===== src/rtl/host_bus_master_pkg.sv =====
// Shared types and constants for the squat host-bus initiator: bus encodings,
// FSM state codes and the default data width derived from the port count.
package host_bus_master_pkg;

    localparam int unsigned PORT_NUM = 4;
    localparam int unsigned ADDR_W   = 12;
    localparam int unsigned DATA_W   = 12 + PORT_NUM;

    // Bus cycle encoding as seen on {Sel, Rd_DS, Wr_RW}
    typedef struct packed {
        logic sel;
        logic rd_ds;
        logic wr_rw;
    } bus_enc_t;

    localparam bus_enc_t BUS_IDLE  = 3'b111;
    localparam bus_enc_t BUS_WRITE = 3'b010;
    localparam bus_enc_t BUS_READ  = 3'b001;

    typedef enum logic [1:0] {
        ST_IDLE    = 2'd0,
        ST_SETUP   = 2'd1,
        ST_STROBE  = 2'd2,
        ST_RECOVER = 2'd3
    } state_t;

endpackage


===== src/rtl/host_bus_master_timer.sv =====
// Strobe-length / timeout counter. The expiry comparator only exists when
// HOST_TIMEOUT_EN is defined; otherwise expired is tied low.
module host_bus_timer #(
    parameter int unsigned STROBE_CYC = 2,
    parameter int unsigned TIMEOUT    = 255
) (
    input  logic clk,
    input  logic rst_n,
    input  logic clr,
    input  logic en,
    output logic min_done,
    output logic expired
);

    localparam int unsigned CNT_MAX = (TIMEOUT > STROBE_CYC) ? TIMEOUT : STROBE_CYC;
    localparam int unsigned CNT_W   = $clog2(CNT_MAX + 1);

    logic [CNT_W-1:0] cnt;

    // Loaded with 1 so the first strobe cycle reads as count 1; saturates so a
    // stalled slave never wraps the count back below the minimum.
    always_ff @(posedge clk) begin
        if (!rst_n) begin
            cnt <= '0;
        end else if (clr) begin
            cnt <= CNT_W'(1);
        end else if (en && (cnt != CNT_W'(CNT_MAX))) begin
            cnt <= cnt + CNT_W'(1);
        end
    end

    assign min_done = (cnt >= CNT_W'(STROBE_CYC));

`ifdef HOST_TIMEOUT_EN
    assign expired = (cnt >= CNT_W'(TIMEOUT));
`else
    assign expired = 1'b0;
`endif

endmodule


===== src/rtl/host_bus_master.sv =====
// Single-word host-bus initiator for the squat lookup-table port: command in,
// one bus cycle out, one-cycle response strobe back. Optional HOST_TIMEOUT_EN.
module host_bus_master
    import host_bus_master_pkg::*;
#(
    parameter int unsigned STROBE_CYC = 2,
    parameter int unsigned TIMEOUT    = 255,
    parameter int unsigned DW         = DATA_W
) (
    input  logic              clk,
    input  logic              rst_n,
    input  logic              cmd_valid,
    output logic              cmd_ready,
    input  logic              cmd_we,
    input  logic [ADDR_W-1:0] cmd_addr,
    input  logic [DW-1:0]     cmd_wdata,
    output logic              rsp_valid,
    output logic [DW-1:0]     rsp_rdata,
    output logic              rsp_err,
    output logic              BusMode,
    output logic [ADDR_W-1:0] Addr,
    output logic              Sel,
    output logic [DW-1:0]     DataIn,
    output logic              Rd_DS,
    output logic              Wr_RW,
    input  logic [DW-1:0]     DataOut,
    input  logic              Rdy_Dtack
);

    state_t            state;
    state_t            next_state;
    bus_enc_t          bus;
    bus_enc_t          bus_d;
    logic              we_q;
    logic              we_d;
    logic              cmd_ready_d;
    logic              rsp_valid_d;
    logic [DW-1:0]     rsp_rdata_d;
    logic              rsp_err_d;
    logic [ADDR_W-1:0] addr_d;
    logic [DW-1:0]     din_d;
    logic              min_done;
    logic              expired;
    logic              accept;
    logic              ack;
    logic              abort;
    logic              done;

    host_bus_timer #(
        .STROBE_CYC (STROBE_CYC),
        .TIMEOUT    (TIMEOUT)
    ) u_timer (
        .clk      (clk),
        .rst_n    (rst_n),
        .clr      (state == ST_SETUP),
        .en       (state == ST_STROBE),
        .min_done (min_done),
        .expired  (expired)
    );

    assign accept = (state == ST_IDLE) && cmd_valid && cmd_ready;
    assign ack    = (state == ST_STROBE) && min_done && !Rdy_Dtack;
    // An acknowledge on the expiry cycle takes priority over the abort
    assign abort  = (state == ST_STROBE) && expired && !ack;
    assign done   = ack || abort;

    always_ff @(posedge clk) begin
        if (!rst_n) begin
            state <= ST_IDLE;
        end else begin
            state <= next_state;
        end
    end

    always_comb begin
        next_state = state;
        case (state)
            ST_IDLE:    if (accept) next_state = ST_SETUP;
            ST_SETUP:   next_state = ST_STROBE;
            ST_STROBE:  if (done) next_state = ST_RECOVER;
            ST_RECOVER: next_state = ST_IDLE;
            default:    next_state = ST_IDLE;
        endcase
    end

    // Next values of the registered outputs, keyed on the state being entered
    always_comb begin
        cmd_ready_d = (next_state == ST_IDLE);
        rsp_valid_d = done;
        rsp_rdata_d = rsp_rdata;
        rsp_err_d   = rsp_err;
        addr_d      = Addr;
        din_d       = DataIn;
        we_d        = we_q;
        bus_d       = BUS_IDLE;
        if (accept) begin
            addr_d = cmd_addr;
            din_d  = cmd_wdata;
            we_d   = cmd_we;
        end
        if (done) begin
            rsp_err_d   = abort;
            rsp_rdata_d = (ack && !we_q) ? DataOut : '0;
        end
        if (next_state == ST_STROBE) begin
            bus_d = we_q ? BUS_WRITE : BUS_READ;
        end
    end

    always_ff @(posedge clk) begin
        if (!rst_n) begin
            cmd_ready <= 1'b0;
            rsp_valid <= 1'b0;
            rsp_rdata <= '0;
            rsp_err   <= 1'b0;
            Addr      <= '0;
            DataIn    <= '0;
            we_q      <= 1'b0;
            bus       <= BUS_IDLE;
            BusMode   <= 1'b1;
        end else begin
            cmd_ready <= cmd_ready_d;
            rsp_valid <= rsp_valid_d;
            rsp_rdata <= rsp_rdata_d;
            rsp_err   <= rsp_err_d;
            Addr      <= addr_d;
            DataIn    <= din_d;
            we_q      <= we_d;
            bus       <= bus_d;
            BusMode   <= 1'b1;
        end
    end

    assign Sel   = bus.sel;
    assign Rd_DS = bus.rd_ds;
    assign Wr_RW = bus.wr_rw;

endmodule


===== config.mk =====
export PLATFORM = sky130hd
export DESIGN_NAME = host_bus_master
export DESIGN_NICKNAME = d
export VERILOG_FILES = /design/src/rtl/host_bus_master_pkg.sv /design/src/rtl/host_bus_master_timer.sv /design/src/rtl/host_bus_master.sv
export SDC_FILE = /design/constraint.sdc
export NUM_CORES = 1
export LEC_CHECK = 0
export CAP_MARGIN = 30
export CORE_UTILIZATION = 47
export DETAILED_ROUTE_END_ITERATION = 12
export GPL_ROUTABILITY_DRIVEN = 0
export PLACE_DENSITY_LB_ADDON = 0.25
export SLEW_MARGIN = 20
export SYNTH_ARGS = -nofsm -noshare
export SYNTH_HDL_FRONTEND = slang
export SYNTH_HIERARCHICAL = 1
export SYNTH_SLANG_ARGS = --single-unit
export TNS_END_PERCENT = 100

===== constraint.sdc =====
create_clock -name clk -period 4.7 [get_ports clk]
set_input_delay 0.705 -clock clk [delete_from_list [all_inputs] [get_ports clk]]
set_output_delay 0.705 -clock clk [all_outputs]
set_load 0.05 [all_outputs]

# After elaboration in Yosys (flattened, before gate mapping)
# Index checks and enable logic that the tools add are counted.
# W data, S select, Z words.
op_classes:
  reduce_logical: 13
  bitwise: 1
  n_eq_ne: 5
  addsub: 1
  mux: 7
  order_cmp: 1
op_table:
  columns: ["op", "count"]
  rows:
  - ["$mux W16", 1]
  - ["$add A8 B1 Y8 const B", 1]
  - ["$ge A8 B2 Y1 const B", 1]
  - ["$ne A8 B8 Y1 const B", 1]
  - ["$pmux W2 S4", 1]
  - ["$eq A2 B2 Y1 const B", 3]
  - ["$logic_and A1 B1 Y1", 6]
  - ["$mux W2", 3]
  - ["$logic_not A2 Y1", 2]
  - ["$eq A2 B1 Y1 const B", 1]
  - ["$logic_not A1 Y1", 2]
  - ["$mux W1", 2]
  - ["$reduce_and A2 Y1", 1]
  - ["$reduce_bool A2 Y1", 1]
  - ["$reduce_or A2 Y1", 1]
  - ["$not A1 Y1", 1]
word_totals:
  output_inout_bits: 51
  wordCells: 40
  register_bits: 60

# Depth between registers and ports, before layout
# Gate-level depths: netlist of run 1.
logic_depth:
  ltp_word: 7
  ltp_mapped: 9

# Cells and area by module
# The synthesis of run 1 kept the hierarchy.
by_module_without_submodules:
  columns: ["module", "area_each_um2", "instances", "cells_each", "seq_area_each_um2"]
  rows:
  - ["host_bus_master", 2102.0, 1, 251, 1061.0]
  - ["host_bus_timer", 483.0, 1, 56, 160.2]

# Least setup slack after synthesis of run 1
# OpenSTA, ideal clock, no wires.
synth_timing:
  path_kind: "reg2reg"
  startpoint: "reg u_timer.cnt[0]"
  endpoint: "reg rsp_rdata[10]"
  setup_ps: 74
  setup_slack_ps: 3074
  stages_incl_launch_ff: 10
  t_required_ps: 4626
  arrival_ps: 1552
  cell_sequence: "dfxtp_1 inv_1 ha_1 nor4_1 nand2_1 or2b_1 clkbuf_2 buf_2 nand3b_1 a31oi_1"
synth_via:
  elab_chain_len: 5
synth_lines:
  columns: ["element", "line_no", "source"]
  rows:
  - ["start: declaration", "host_bus_master_timer.sv:18", "logic [CNT_W-1:0] cnt;"]
  - ["start signal: assignment", "host_bus_master_timer.sv:28", "cnt <= cnt + CNT_W'(1);"]
  - ["$ge A8 B2 Y1 *", "host_bus_master_timer.sv:32", "assign min_done = (cnt >= CNT_W'(STROBE_CYC));"]
  - ["via min_done", "host_bus_master.sv:42", "logic min_done;"]
  - ["$logic_and A1 B1 Y1 * (2 in a row)", "host_bus_master.sv:62", "assign ack = (state == ST_STROBE) && min_done && !Rdy_Dtack;"]
  - ["$logic_and A1 B1 Y1", "host_bus_master.sv:103", "rsp_rdata_d = (ack && !we_q) ? DataOut : '0;"]
  - ["$mux W16", "host_bus_master.sv:103", null]
  - ["end signal: assignment", "host_bus_master.sv:124", "rsp_rdata <= rsp_rdata_d;"]
  - ["end: declaration", "host_bus_master.sv:18", "output logic [DW-1:0] rsp_rdata,"]
# The timed path passes the listed nets; every way through them passes the cells marked *.
# A chain may end at the register's enable or synchronous reset.

# Worst setup path after layout of run 1
layout_timing:
  startpoint: "reg state[0]"
  endpoint: "reg rsp_rdata[9]"
layout_via:
  elab_chain_len: 5
layout_lines:
  columns: ["element", "line_no", "source"]
  rows:
  - ["start: declaration", "host_bus_master.sv:30", "state_t state;"]
  - ["start signal: assignment", "host_bus_master.sv:71", "state <= next_state;"]
  - ["$eq A2 B2 Y1 *", "host_bus_master.sv:62", null]
  - ["$logic_and A1 B1 Y1 * (2 in a row)", "host_bus_master.sv:62", null]
  - ["$logic_and A1 B1 Y1", "host_bus_master.sv:103", null]
  - ["$mux W16", "host_bus_master.sv:103", null]
# Every way passes the cells marked *; elsewhere a longest branch is shown, timed or not.

==> results of run 1 <==
## cell type report
class	instances	area [sq um]
fillers	403	1370
well taps	70	87.6
inverters	7	26.3
repair buffers	102	1030
flip-flops and latches	61	1220
clock buffers	13	169
clock inverters	3	90.1
multi-input cells	218	1220
## cell usage after synthesis, types with 3 or more instances
cell and instances:
mux2i_1 3, buf_4 4, a211oi_1 5, inv_1 7, nor2_1 3, a31oi_1 16
dfxtp_1 61, ha_1 5, nand3b_1 16, nand2b_1 19, and3_1 4, nand2_1 81
buf_2 5, a21oi_1 33, clkbuf_1 9
## metal layers
layer  up-vias  track usage, %  share of wire (%)
met5         -               0                  0
met3        13            4.91                5.7
met1      1118            29.6                 44
li1       1236               -                  -
met2        82            37.2                 49
met4         0            11.2                1.7
## power by group through the flow
| stage | combinational, uW | sequential, uW | clock [uW] |
|---|---|---|---|
| 6_report | 550 | 617 | 590 |
| 5_1_grt | 587 | 624 | 629 |
| 4_1_cts | 546 | 616 | 599 |
| 3_5_place_dp | 537 | 627 | 0 |
| 3_3_place_gp | 526 | 626 | 0 |
| 2_1_floorplan | 211 | 782 | 0 |
## path summary, 6_finish.rpt
path             endpoint  slack, ps
max reg2reg  rsp_rdata[9]       2220
max          rsp_rdata[9]       2220
min reg2reg     DataIn[2]        450
min             DataIn[2]        450
## state kept, by name, summed over array words and instances (netlist names), 2 cells and up
name         cells
DataIn          16
rsp_rdata       16
Addr            12
u_timer/cnt      8
state            2
## metrics by stage
step	util (%)	total power, uW	hold WS [ps]	setup WS, ps	instance area [sq um]
floorplan	-	993	411	3070	2580
global placement	68.2	1150	441	2230	3550
detailed placement	68.5	1160	447	2280	3560
CTS	73.5	1760	456	2200	3820
global route	73.8	1840	476	2060	3840
finish	73.8	1760	453	2220	3840
## critical path: stages, from the launching register on
cell and delay, ps:
dfxtp_1 350, inv_1 90, ha_1 680, nor4bb_2 710, buf_4 290, nand2_1 100
a31oi_1 180
## cells in the final DEF (no fill, tap or decap), types with 2 or more instances in the layout
cell and count:
a211oi_1 5, a21oi_1 33, a31oi_1 16, and3_1 4, buf_4 2, buf_8 2, bufinv_16 3, clkbuf_8 12
clkdlybuf4s50_1 98, conb_1 2, dfxtp_1 61, ha_1 5, inv_1 7, mux2i_1 3, nand2_1 81, nand2b_1 19
nand3_1 2, nand3b_1 16, nand4_1 2, nor2_1 3, nor2b_1 2, nor3_1 2, nor4_1 2, nor4b_1 2
o211ai_1 2, o21ai_0 2
## kinds of logic after synthesis
logic type,Yosys count,share of synthesized area [%]
AND/OR/NAND/NOR,141,27.4
AO/OA/AOI/OAI,67,15.6
flip-flops,61,47.2
buffers and inverters,28,5.86
adder cells (fa/ha/maj),5,2.42
multiplexers,3,1.16
other,2,0.291
==> reports/results.tsv, run 1 <==
stage	metric	value	unit
clocking	setup bufs post-CTS	0	
placement	Port Buf Inserts	98	
timing	Hold Violations, Final	0	
clocking	clock latency at the later pin of the worst-skew pair	330	ps
pwr	Pint	1180	uW
grt	first-pass GRT wire length	10.8	mm
detailed_routing	initial drt markers	131	
critical_path	crit path max fanout	28	
timing	Max Slew Vio Count	0	
grt	largest net degree at the start of global routing	33	
grt	initial antenna violation count	0	
floorplanning	Core Footprint	5200	sq um
clocking	# hold bufs at CTS	0	
critical_path	Crit Path Category	reg2reg	
worst_hold_path	Hold Startpoint	DataIn[2]	
floorplanning	IO Pins	100	
yosys	leading area contributor after synthesis	dfxtp_1	
clocking	CTS Sinks	61	
yosys	Synth area leaders	dfxtp_1 (47%), nand2_1 (12%), a21oi_1 (6.4%)	
yosys	Post-synth EDFFs	0	
finish	number of nets in the layout	453	
yosys	syn_nets	361	
detailed_routing	via count	2449	
clocking	CTS tree	built	
yosys	Mapped Area	2580	sq um
clocking	CTS buffer count	9	
grt	total grt overflow	0	
placement	post-DP HPWL	4.29	mm
detailed_routing	Pre-Repair DR Iteration Count	4	
critical_path	Worst Path Required	4950	ps
yosys	#FFs+latches synth	61	
finish	layout cells sized above 1	5.69	%
finish	Final Instance Count excl. Fillers	474	
flow_run	Max Cap Violations	0	
yosys	Ys Warns	6	
grt	vias in the first global route	2339	
timing	setup TNS	0	ps
outcome	outcome	finished, final reports clean	
yosys	syn_area_per_cell	8.42	sq um
pwr	Logic pwr share	31.3	%
finish	Layout area overhead	48.5	%
floorplanning	total die area	5800	sq um
floorplanning	initial core utilization	49.7	%
clocking	Resize count post-CTS	0	
detailed_routing	drt via density	5.17	
timing	Final setup viols	0	
pwr	register share of total power	35.1	%
pwr	Sw Share	32.8	%
critical_path	CP Data Arrival Time	2730	ps
finish	Antenna Cells	0	
yosys	post-synthesis cell type count	42	
worst_hold_path	Hold Path Stages	2	
critical_path	Worst setup EP type	flop	
critical_path	crit start category	flop	
floorplanning	Die Width	76.2	microns
pwr	Pleak	0.00132	uW
pwr	power share of the clock group	33.6	%
detailed_routing	WL final	6.46	mm
placement	placed cells	457	
timing	Final Cycle Share	52.8	%
clocking	Max Root-Sink Buffers	2	
timing	Slew headroom	47.0	%
grt	GRT Total Usage	23.1	%
detailed_routing	DRC Markers	0	
yosys	Top FF cell, synth	dfxtp_1	
floorplanning	Die H	76.2	microns
clocking	H-tree Lvls	3	
yosys	post-synthesis sequential area ratio	47.2	%
timing	Setup Skew	6.66	ps
critical_path	Worst R2R Path Depth	6	
timing	Worst-Margin Slew	795	ps
pwr	Psw	575	uW
critical_path	Worst R2R Start	state[0]	
yosys	Async S/R FF share, synth	0	%
critical_path	critical path launch point	state[0]	
timing	Max Fclk	403	MHz
pwr	worst vdd ir	287	uV
worst_hold_path	hold crit path type	reg2reg	
yosys	post-synthesis cell count	307	
detailed_routing	drt wl/cell	13.6	microns
yosys	share of Yosys cell area claimed by the top area cell type	47.2	%
timing	RSZ-0062 raised after global routing	no	
timing	Final min period	2480	ps
pwr	Pwr Density	458	nW/um^2
floorplanning	row count	26	
clocking	clock root cell	clkbuf_8	
clocking	clk slew on worst S/H paths	70	ps
detailed_routing	Final ANT Viol Nets	0	
No activity file was read; power rests on OpenSTA's default activity.
==> inputs of run 2 (changes only) <==
- CORE_UTILIZATION: 47 -> 39
- clock period: 4.7 -> 2 ns (I/O delays scaled with it)
==> reports/results.tsv, run 2 (synthesized netlist as in run 1, its figures left out) <==
stage	metric	value	unit	change
outcome	outcome	finished, final reports clean		unchanged
timing	setup TNS	0	ps	unchanged
pwr	Pint	2420	uW	was 1180 uW
pwr	Pwr Density	1000	nW/um^2	was 458 nW/um^2
critical_path	CP Data Arrival Time	1550	ps	was 2730 ps
critical_path	capturing point of the worst reg2reg path	Rd_DS		was rsp_rdata[9]
critical_path	Worst R2R Start	u_timer/cnt[0]		was state[0]
pwr	Pleak	0.00129	uW	was 0.00132 uW
clocking	CTS buffer count	9		unchanged
finish	most frequent cells in the layout	clkdlybuf4s50_1 (98), nand2_1 (81), dfxtp_1 (61)		unchanged
timing	Final min period	1850	ps	
detailed_routing	initial drt markers	89		was 131
pwr	Logic pwr share	33.7	%	was 31.3%
grt	largest net degree at the start of global routing	30		was 33
clocking	clk slew on worst S/H paths	70	ps	about the same
clocking	Resize count post-CTS	0		unchanged
critical_path	Bufs and invs on worst path	1		was 2
timing	Slew headroom	63.3	%	was 47.0%
finish	largest registers	DataIn: 16 flops, rsp_rdata: 16 flops, Addr: 12 flops		unchanged
timing	Max Fclk	540	MHz	
timing	Worst-Margin Slew	549	ps	was 795 ps
pwr	Sw Share	36.6	%	was 32.8%
finish	Final Instance Count excl. Fillers	484		was 474
critical_path	R2R Setup Slk	280	ps	was 2220 ps
floorplanning	Core Footprint	6390	sq um	was 5200 sq um
clocking	CTS Sinks	61		unchanged
detailed_routing	Final ANT Viol Nets	0		unchanged
grt	vias in the first global route	2270		was 2339
grt	initial antenna violation count	0		unchanged
timing	Final Cycle Share	92.5	%	
floorplanning	IO Pins	100		unchanged
grt	total grt overflow	0		unchanged
floorplanning	row count	29		was 26
pwr	register share of total power	37.8	%	was 35.1%
timing	Setup Skew	12.7	ps	was 6.66 ps
pwr	power share of the clock group	28.5	%	was 33.6%
critical_path	cell breakdown of the critical path	clkdlybuf4s50_1		was inv_1 -> ha_1 -> nor4bb_2 -> buf_4 -> nand2_1 -> a31oi_1
timing	Max Slew Vio Count	0		unchanged
clocking	clock latency at the later pin of the worst-skew pair	350	ps	was 330 ps
worst_hold_path	Hold Path Stages	2		unchanged
pwr	worst vdd ir	676	uV	was 287 uV
floorplanning	Die Width	83.4	microns	was 76.2 microns
critical_path	crit start category	flop		unchanged
timing	Final setup viols	0		unchanged
critical_path	delay-heaviest family, CP	buffers and inverters		was simple AND/OR/NAND/NOR gates
critical_path	Crit Path Category	reg2out		was reg2reg
critical_path	Worst Path Required	1700	ps	was 4950 ps
critical_path	CP peak stage delay	850	ps	was 710 ps
grt	first-pass GRT wire length	10.7	mm	was 10.8 mm
placement	post-DP HPWL	4.37	mm	was 4.29 mm
clocking	# hold bufs at CTS	0		unchanged
floorplanning	Die H	83.4	microns	was 76.2 microns
floorplanning	initial core utilization	40.5	%	was 49.7%
detailed_routing	DRC Markers	0		unchanged
finish	Antenna Cells	0		unchanged
worst_hold_path	Worst Hold End	DataIn[8]		was DataIn[2]
finish	layout cells sized above 1	6.63	%	was 5.69%
timing	Hold Violations, Final	0		unchanged
clocking	Max Root-Sink Buffers	2		unchanged
finish	Layout area overhead	46.8	%	was 48.5%
clocking	clock root cell	clkbuf_8		unchanged
critical_path	Worst setup EP type	output port		was flop
finish	Fillers	583		was 403
detailed_routing	drt wl/cell	13.4	microns	was 13.6 microns
floorplanning	total die area	6960	sq um	was 5800 sq um
timing	RSZ-0062 raised after global routing	no		unchanged
detailed_routing	via count	2444		was 2449
worst_hold_path	Hold Startpoint	DataIn[8]		was DataIn[2]
critical_path	crit path max fanout	4		was 28
finish	commonest non-fill, non-tap cell in the layout	clkdlybuf4s50_1		unchanged
clocking	setup bufs post-CTS	0		unchanged
finish	number of nets in the layout	456		was 453
critical_path	Worst R2R Path Depth	7		was 6
placement	Port Buf Inserts	98		unchanged
clocking	H-tree Lvls	3		unchanged
flow_run	Max Cap Violations	0		unchanged
detailed_routing	WL final	6.50	mm	was 6.46 mm
clocking	CTS tree	built		unchanged
pwr	Psw	1390	uW	was 575 uW
critical_path	CP max stage cell	clkdlybuf4s50_1		was nor4bb_2
detailed_routing	Pre-Repair DR Iteration Count	4		unchanged
detailed_routing	drt via density	5.05		was 5.17
worst_hold_path	hold crit path type	reg2reg		unchanged
grt	GRT Total Usage	19.1	%	was 23.1%
placement	placed cells	468		was 457
==> run 2: cell count changes in the layout (fill, tap and decap cells not counted), sizes merged <==
cell	before	now
buf	4	7
bufinv	3	1
clkbuf	13	9
clkinv	0	2
clkinvlp	0	3
inv	7	8
==> run 2: final cells by class <==
type,count,area (sq um),area share [%]
timing repair buffer,105,1030,27.2
clock inverter,7,75.1,1.98
inverter,7,26.3,0.692
sequential,61,1220,32.2
multi-input combinational,218,1220,32.1
tap,77,96.3,2.54
clock buffer,9,124,3.26
==> run 2: power groups by stage <==
stage | clock (uW) | combinational (uW) | sequential [uW]
after global routing | 1170 | 1390 | 1460
after CTS | 1120 | 1290 | 1440
after floorplan | 0 | 496 | 1840
after global placement | 0 | 1280 | 1460
after detailed placement | 0 | 1280 | 1470
final | 1090 | 1280 | 1440
==> run 2: routing by layer <==
layer  global-route usage (%)  vias to the layer above  wire (microns)
met5                        0                        -               0
met1                     22.3                     1128            2870
met3                     6.46                       10             339
met2                     33.0                       68            3180
met4                     6.16                        0             104
li1                         -                     1238               -
==> run 2: per-stage QoR <==
step                      power (uW)  util [%]  cell area (sq um)  hold slack, ps  worst slack, ps
final                           3810      59.4               3790             453              149
after global placement          2740      56.3               3600             441              321
after floorplan                 2330         -               2580             411              374
after CTS                       3850      59.4               3790             455              139
after global routing            4010      59.4               3790             468             4.50
after detailed placement        2750      56.3               3600             446              274
==> run 2: worst max-delay path by stage <==
stage / from / endpoint / slack (ps) / depth (start not counted)
after floorplan: u_timer/cnt[0] / rsp_rdata[10] / 370 / 9
after global placement: u_timer/cnt[0] / Wr_RW / 320 / 7
after detailed placement: rst_n / u_timer/cnt[4] / 270 / 4
after CTS: rsp_rdata[7] / rsp_rdata[7] / 140 / 1
after global routing: u_timer/cnt[0] / Sel / 5 / 7
final: cmd_ready / cmd_ready / 150 / 1
==> inputs of run 3 (changes only) <==
- MAX_ROUTING_LAYER: not set -> met4
==> reports/results.tsv, run 3 (synthesized netlist as in run 1, its figures left out) <==
stage	metric	value	unit	change
outcome	outcome	finished, final reports clean		unchanged
flow_run	Max Cap Violations	0		unchanged
clocking	setup bufs post-CTS	0		unchanged
placement	post-DP HPWL	4.37	mm	unchanged
finish	commonest non-fill, non-tap cell in the layout	clkdlybuf4s50_1		unchanged
clocking	H-tree Lvls	3		unchanged
pwr	Tot Pwr	3810	uW	about the same
clocking	CTS Sinks	61		unchanged
timing	Setup Skew	13.0	ps	was 12.7 ps
floorplanning	Core Footprint	6390	sq um	unchanged
detailed_routing	DRC Markers	0		unchanged
grt	GRT Total Usage	19.7	%	was 19.1%
critical_path	CP max stage cell	clkdlybuf4s50_1		unchanged
grt	initial antenna violation count	0		unchanged
critical_path	delay-heaviest family, CP	buffers and inverters		unchanged
critical_path	Worst R2R Start	u_timer/cnt[0]		unchanged
grt	vias in the first global route	2272		was 2270
pwr	Pwr Density	1000	nW/um^2	about the same
critical_path	Bufs and invs on worst path	1		unchanged
clocking	Resize count post-CTS	0		unchanged
critical_path	critical path launch point	cmd_ready		unchanged
detailed_routing	Pre-Repair DR Iteration Count	4		unchanged
detailed_routing	WL final	6.49	mm	was 6.50 mm
grt	largest net degree at the start of global routing	30		unchanged
detailed_routing	initial drt markers	93		was 89
clocking	CTS tree	built		unchanged
placement	Port Buf Inserts	98		unchanged
critical_path	crit path max fanout	4		unchanged
placement	placed cells	468		unchanged
floorplanning	IO Pins	100		unchanged
grt	first-pass GRT wire length	10.7	mm	about the same
critical_path	Worst Path Required	1700	ps	about the same
timing	Final setup viols	0		unchanged
finish	Final Cell Area	3790	sq um	unchanged
detailed_routing	drt wl/cell	13.4	microns	about the same
finish	Final Instance Count excl. Fillers	484		unchanged
clocking	CTS buffer count	9		unchanged
finish	layout cells sized above 1	6.63	%	unchanged
timing	Max Fclk	541	MHz	was 540 MHz
clocking	Max Root-Sink Buffers	2		unchanged
finish	Layout area overhead	46.8	%	unchanged
critical_path	CP peak stage delay	850	ps	about the same
clocking	clk slew on worst S/H paths	70	ps	about the same
critical_path	Worst setup EP type	output port		unchanged
detailed_routing	Final ANT Viol Nets	0		unchanged
critical_path	CP Data Arrival Time	1550	ps	about the same
finish	most frequent cells in the layout	clkdlybuf4s50_1 (98), nand2_1 (81), dfxtp_1 (61)		unchanged
floorplanning	Die Width	83.4	microns	unchanged
timing	Worst-Margin Slew	549	ps	unchanged
critical_path	Crit Path Category	reg2out		unchanged
pwr	Pleak	0.00129	uW	unchanged
timing	RSZ-0062 raised after global routing	no		unchanged
pwr	worst vdd ir	676	uV	about the same
detailed_routing	drt via density	5.05		about the same
finish	largest registers	DataIn: 16 flops, rsp_rdata: 16 flops, Addr: 12 flops		unchanged
timing	Final min period	1850	ps	about the same
finish	number of nets in the layout	456		unchanged
critical_path	cell breakdown of the critical path	clkdlybuf4s50_1		unchanged
timing	Max Slew Vio Count	0		unchanged
detailed_routing	via count	2445		was 2444
timing	Hold Violations, Final	0		unchanged
finish	Antenna Cells	0		unchanged
finish	Fillers	583		unchanged
worst_hold_path	Hold Startpoint	DataIn[8]		unchanged
floorplanning	initial core utilization	40.5	%	unchanged
finish	Register Area	1220	sq um	unchanged
worst_hold_path	hold crit path type	reg2reg		unchanged
floorplanning	row count	29		unchanged
clocking	# hold bufs at CTS	0		unchanged
clocking	clock root cell	clkbuf_8		unchanged
grt	total grt overflow	0		unchanged
clocking	clock latency at the later pin of the worst-skew pair	350	ps	about the same
critical_path	crit start category	flop		unchanged
timing	Slew headroom	63.3	%	unchanged
floorplanning	total die area	6960	sq um	unchanged
floorplanning	Die H	83.4	microns	unchanged
finish	footprint of the multi-input gates	1220	sq um	unchanged
timing	Final Cycle Share	92.5	%	about the same
placement	Placed Area	3600	sq um	unchanged
timing	setup TNS	0	ps	unchanged
-- run 3: cell counts in the layout (fill, tap and decap cells not counted) --
No cell type changed its count.
-- run 3: routing by layer --
layer	GRT usage [%]	share of wire (%)	wire, microns
met1	22.4	44	2880
met2	33.0	48	3150
met3	6.66	5.6	361
met4	6.16	1.6	106
met5	-	0	0
-- run 3: path summary, 6_finish.rpt --
| path | end | slack, ps | depth (start not counted) |
|---|---|---|---|
| max reg2reg | Rd_DS | 280 | 7 |
| min reg2reg | DataIn[8] | 450 | 2 |
| min | DataIn[8] | 450 | 2 |
| max | cmd_ready | 150 | 1 |
-- run 3: cell type report --
type / instances / share of cell area (%)
Clock inverter: 7 / 1.98
Tap cell: 77 / 2.54
Inverter: 7 / 0.692
Clock buffer: 9 / 3.26
Sequential cell: 61 / 32.2
Timing Repair Buffer: 105 / 27.2
Multi-Input combinational cell: 218 / 32.1
-- run 3: power by group --
part	leakage, uW	internal (uW)	switching (uW)
clock network	0.0000918	578	508
logic	0.000702	485	800
registers	0.000494	1360	84.6
total	0.00129	2420	1390
-- run 3: stage by stage --
| step | util (%) | hold slack [ps] | setup WS (ps) |
|---|---|---|---|
| 2_1_floorplan | - | 411 | 374 |
| 3_3_place_gp | 56.3 | 441 | 321 |
| 3_5_place_dp | 56.3 | 446 | 274 |
| 4_1_cts | 59.4 | 455 | 139 |
| 5_1_grt | 59.4 | 468 | 4.46 |
| 6_report | 59.4 | 453 | 151 |
==> variant 1 (flow settings as in run 3) <==
The package constant `PORT_NUM` goes from 4 to 6.
--- a/src/rtl/host_bus_master_pkg.sv
+++ b/src/rtl/host_bus_master_pkg.sv
@@ -2,7 +2,7 @@
 // FSM state codes and the default data width derived from the port count.
 package host_bus_master_pkg;
 
-    localparam int unsigned PORT_NUM = 4;
+    localparam int unsigned PORT_NUM = 6;
     localparam int unsigned ADDR_W   = 12;
     localparam int unsigned DATA_W   = 12 + PORT_NUM;
 
Interface: changed (resized DataIn, DataOut, cmd_wdata and rsp_rdata); port bits go from 100 to 108. The function was not compared with the original's and may differ.
==> variant 1 against run 3 <==
  * The flow now finishes with violations (DRC)
  * Sequential cell count up 4
  * Synthesized area up 5.9%
  * Total power up 5.6%
  * Cell area up 7.2%
  * Maximum frequency up 0.28%
  * Wire length up 5.9%
  * Setup slack better by 5.2 ps
  * Highest routed layer unchanged
==> variant 1: results (changes against run 3) <==
Run status
  • Failing checks: DRC
  • Status: complete, but fails checks (was finished clean)

Global route
  • Grt met1 use: 23.4% (was 22.4%)
  • Largest net degree at the start of global routing: 32 (was 30)
  • Global-route wire length before repair: 11.4 mm (was 10.7 mm)
  • Tot GR Track Use: 20.0% (was 19.7%)
  • Met2 usage: 33.5% (was 33.0%)
  • M3 GR Usage: 4.23% (was 6.66%)

Placed design
  • Dpl cells: 513 (was 468)
  • Worst slack, placed: 105 ps (was 274 ps)
  • DP HPWL: 4.79 mm (was 4.37 mm)
  • Area after DPL: 0.00386 sq mm (was 0.00360 sq mm)
  • Port Buffer Count: 106 (was 98)

Yosys
  • Mux cell area share after synthesis: 1.10% (was 1.16%)
  • Post-synth top cells: nand2_1, dfxtp_1, a21oi_1, nand2b_1 (unchanged)
  • Mapped Nets: 385 (was 361)
  • Adder-cell share of the synthesized area: 2.29% (was 2.42%)
  • Post-synthesis sequential area ratio: 47.6% (was 47.2%)
  • Synth area leaders: dfxtp_1, nand2_1, a21oi_1 (unchanged)

Power and ir drop
  • Power in combinational cells: 1.37 mW (was 1.28 mW)
  • Switching Power: 1.48 mW (was 1.39 mW)
  • Share of power burned in the clock network: 27.8% (was 28.5%)
  • VDD IR max: 0.613 mV (was 0.676 mV)
  • Sequential share of power: 38.1% (was 37.8%)

Drt
  • DR DRC count: 1 (was 0)
  • Via/cell ratio: 4.88 (was 5.05)
  • WL met2: 3.34 mm (was 3.15 mm)
  • Detailed Route Iter0 Violations: 97 (was 93)
  • Final wirelength: 6.87 mm (was 6.49 mm)

Setup path
  • R2R setup slack: 310 ps (was 280 ps)
  • R2R Path End: Wr_RW$_SDFF_PN1_ (was Rd_DS$_SDFF_PN1_)
  • Worst setup path endpoint: rsp_rdata[6] (was cmd_ready)

Min path
  • Hold path endpoint: Addr[7]$_SDFFE_PN0P_ (was DataIn[8]$_SDFFE_PN0P_)
  • Min-delay src: Addr[7]$_SDFFE_PN0P_ (was DataIn[8]$_SDFFE_PN0P_)

Timing
  • Worst-case clock skew: 10.8 ps (was 13.0 ps)
  • Min cycle time layout: 1840 ps (was 1850 ps)

Clock network
  • Worst-Skew Late Latency: 330 ps (was 350 ps)

Final layout
  • Share of cells above drive strength 1: 6.47% (was 6.63%)
  • Nets: 486 (was 456)
==> variant 1: cell count changes in the layout (fill, tap and decap cells not counted), sizes merged <==
cell,before,now
clkdlybuf4s50,98,106
nand2,82,88
dfxtp,61,65
clkinvlp,3,0
nand2b,19,22
a21oi,33,35
a31oi,16,18
inv,8,10
nand3b,16,18
and4bb,0,1
clkinv,2,3
nor4bb,1,0
or2b,1,0
==> variant 1: layout make-up <==
class | count | area (sq um)
clock buffers | 9 | 124
multi-input cells | 232 | 1290
flip-flops and latches | 65 | 1300
repair buffers | 113 | 1130
well taps | 96 | 120
clock inverters | 7 | 75.1
inverters | 7 | 26.3
fillers | 612 | 2730
==> variant 1: tightest hold or removal path, stage by stage, from the launching register on <==
cell     delay (ps)
dfxtp_1         310
nand2_1          50
a21oi_1          50
==> variant 1: timing repair <==
item,CTS,global route
hold endpoints to repair,0,0
resized for setup,0,2
buffers inserted,0,0
endpoints found under the setup margin,0,20
==> variant 2 (config.mk and constraints of run 3) <==
Made on the original files. Encoding of `state_t`: now Gray code (2 bits for 4 states).
--- a/src/rtl/host_bus_master_pkg.sv
+++ b/src/rtl/host_bus_master_pkg.sv
@@ -18,10 +18,10 @@
     localparam bus_enc_t BUS_READ  = 3'b001;
 
     typedef enum logic [1:0] {
-        ST_IDLE    = 2'd0,
-        ST_SETUP   = 2'd1,
-        ST_STROBE  = 2'd2,
-        ST_RECOVER = 2'd3
+        ST_IDLE    = 2'b00,
+        ST_SETUP   = 2'b01,
+        ST_STROBE  = 2'b11,
+        ST_RECOVER = 2'b10
     } state_t;
 
 endpackage
Behaviour: no difference found for any inputs over 10 cycles, from zero or initial values and one cycle with rst_n low; not proved beyond that.
==> variant 2 against run 3 <==
  * Wire length is 3.3% lower
  * Core utilization is 0.25 points higher
  * Highest routed layer unchanged
  * Cell area is 0.73% lower
  * Setup slack better by 29 ps
  * Critical path type unchanged
  * Sequential share of layout area is 0.24 points higher
  * Synthesized area is 1.9% lower
  * Register-to-register slack better by 20 ps
  * Critical path depth stayed put
  * Sequential cell count stayed put
  * Hold slack better by 26 ps
Power is not compared: it rests on default switching activity, and its combinational part moved more than twofold at a synthesized area within 25%.
==> variant 2: results (changes against run 3) <==
Drt
  • Via Count: 2,221 (was 2,445)
  • Met1 Wirelength: 2.94 mm (was 2.88 mm)
  • Final wirelength: 6.28 mm (was 6.49 mm)
  • WL met2: 2.84 mm (was 3.15 mm)
  • First drt pass iteration count: 5 (was 4)
  • WL met3: 387 microns (was 361 microns)
  • Detailed Route Iter0 Violations: 59 (was 93)

Setup path
  • Crit path max fanout: 3 (was 4)
  • CP arrival: 1520 ps (was 1550 ps)
  • Crit-path max cell delay: 820 ps (was 850 ps)
  • Crit path launch: rsp_rdata[0]$_SDFFE_PN0P_ (was cmd_ready$_SDFF_PN0_)

Placed design
  • DP HPWL: 4.31 mm (was 4.37 mm)
  • Dpl cells: 404 (was 468)
  • Area after DPL: 0.00353 sq mm (was 0.00360 sq mm)

Global route
  • Tot GR Track Use: 18.8% (was 19.7%)
  • Vias in the first global route: 1,880 (was 2,272)
  • Global-route wire length before repair: 9.19 mm (was 10.7 mm)
  • Grt met1 use: 24.7% (was 22.4%)
  • M3 GR Usage: 4.84% (was 6.66%)
  • Met2 usage: 26.6% (was 33.0%)

Yosys
  • Syn. warnings: 6 (unchanged)
  • Number of distinct library cells after synthesis: 44 (was 42)
  • Post-synthesis sequential area ratio: 48.1% (was 47.2%)
  • Syn Area/Cell: 10.5 sq um (was 8.42 sq um)
  • Synth area leaders: dfxtp_1, a22o_1, a21boi_0 (was dfxtp_1, nand2_1, a21oi_1)

Final layout
  • Nets: 389 (was 456)
  • Share of cells above drive strength 1: 8.75% (was 6.63%)
  • Fill cells: 539 (was 583)
  • Post-route cell area: 0.00377 sq mm (was 0.00379 sq mm)

Timing
  • Slew @ Worst Pin: 605 ps (was 549 ps)

Min path
  • Min-delay src: DataIn[14]$_SDFFE_PN0P_ (was DataIn[8]$_SDFFE_PN0P_)

Run status
  • Status: finished clean (unchanged)
[variant 2: cell types whose count changed after synthesis, sizes merged, moves of 2 or more]
cell | before | now
a21boi | 1 | 33
a21oi | 33 | 4
a22o | 0 | 29
and2 | 1 | 4
buf | 11 | 15
clkbuf | 10 | 7
ha | 5 | 2
inv | 7 | 2
nand2 | 82 | 10
nand2b | 19 | 4
nor2 | 3 | 0
o211ai | 2 | 0
o21ai | 2 | 0
[variant 2: cells by family after synthesis]
kind of cell | count (synthesis) | synth area share (%)
AO/OA/AOI/OAI | 94 | 28.4
flip-flops | 61 | 48.1
buffers and inverters | 25 | 6.51
other | 2 | 0.296
multiplexers | 3 | 1.18
AND/OR/NAND/NOR | 55 | 14.5
adder cells (fa/ha/maj) | 2 | 0.987
[variant 2: worst paths after layout]
kind	to	cells past startpoint	slack, ps
max	rsp_rdata[0]	1	180
min	DataIn[14]$_SDFFE_PN0P_	1	480
max reg2reg	rsp_rdata[0]$_SDFFE_PN0P_	7	300
min reg2reg	DataIn[14]$_SDFFE_PN0P_	1	480
[variant 2: final cells by class]
type / instances / area [sq um] / share of cell area [%]
inverter: 3 / 11.3 / 0.299
tap: 77 / 96.3 / 2.56
timing repair buffer: 107 / 1060 / 28.0
multi-input combinational: 156 / 1150 / 30.5
sequential: 61 / 1220 / 32.4
clock inverter: 5 / 81.3 / 2.16
clock buffer: 11 / 151 / 4.02
[variant 2: power by group through the flow]
stage,clock network [mW],registers [mW],logic (mW)
2_1_floorplan,0,1.45,0.134
3_3_place_gp,0,1.32,0.445
3_5_place_dp,0,1.32,0.458
4_1_cts,1.28,1.29,0.459
5_1_grt,1.33,1.30,0.485
6_report,1.25,1.29,0.458
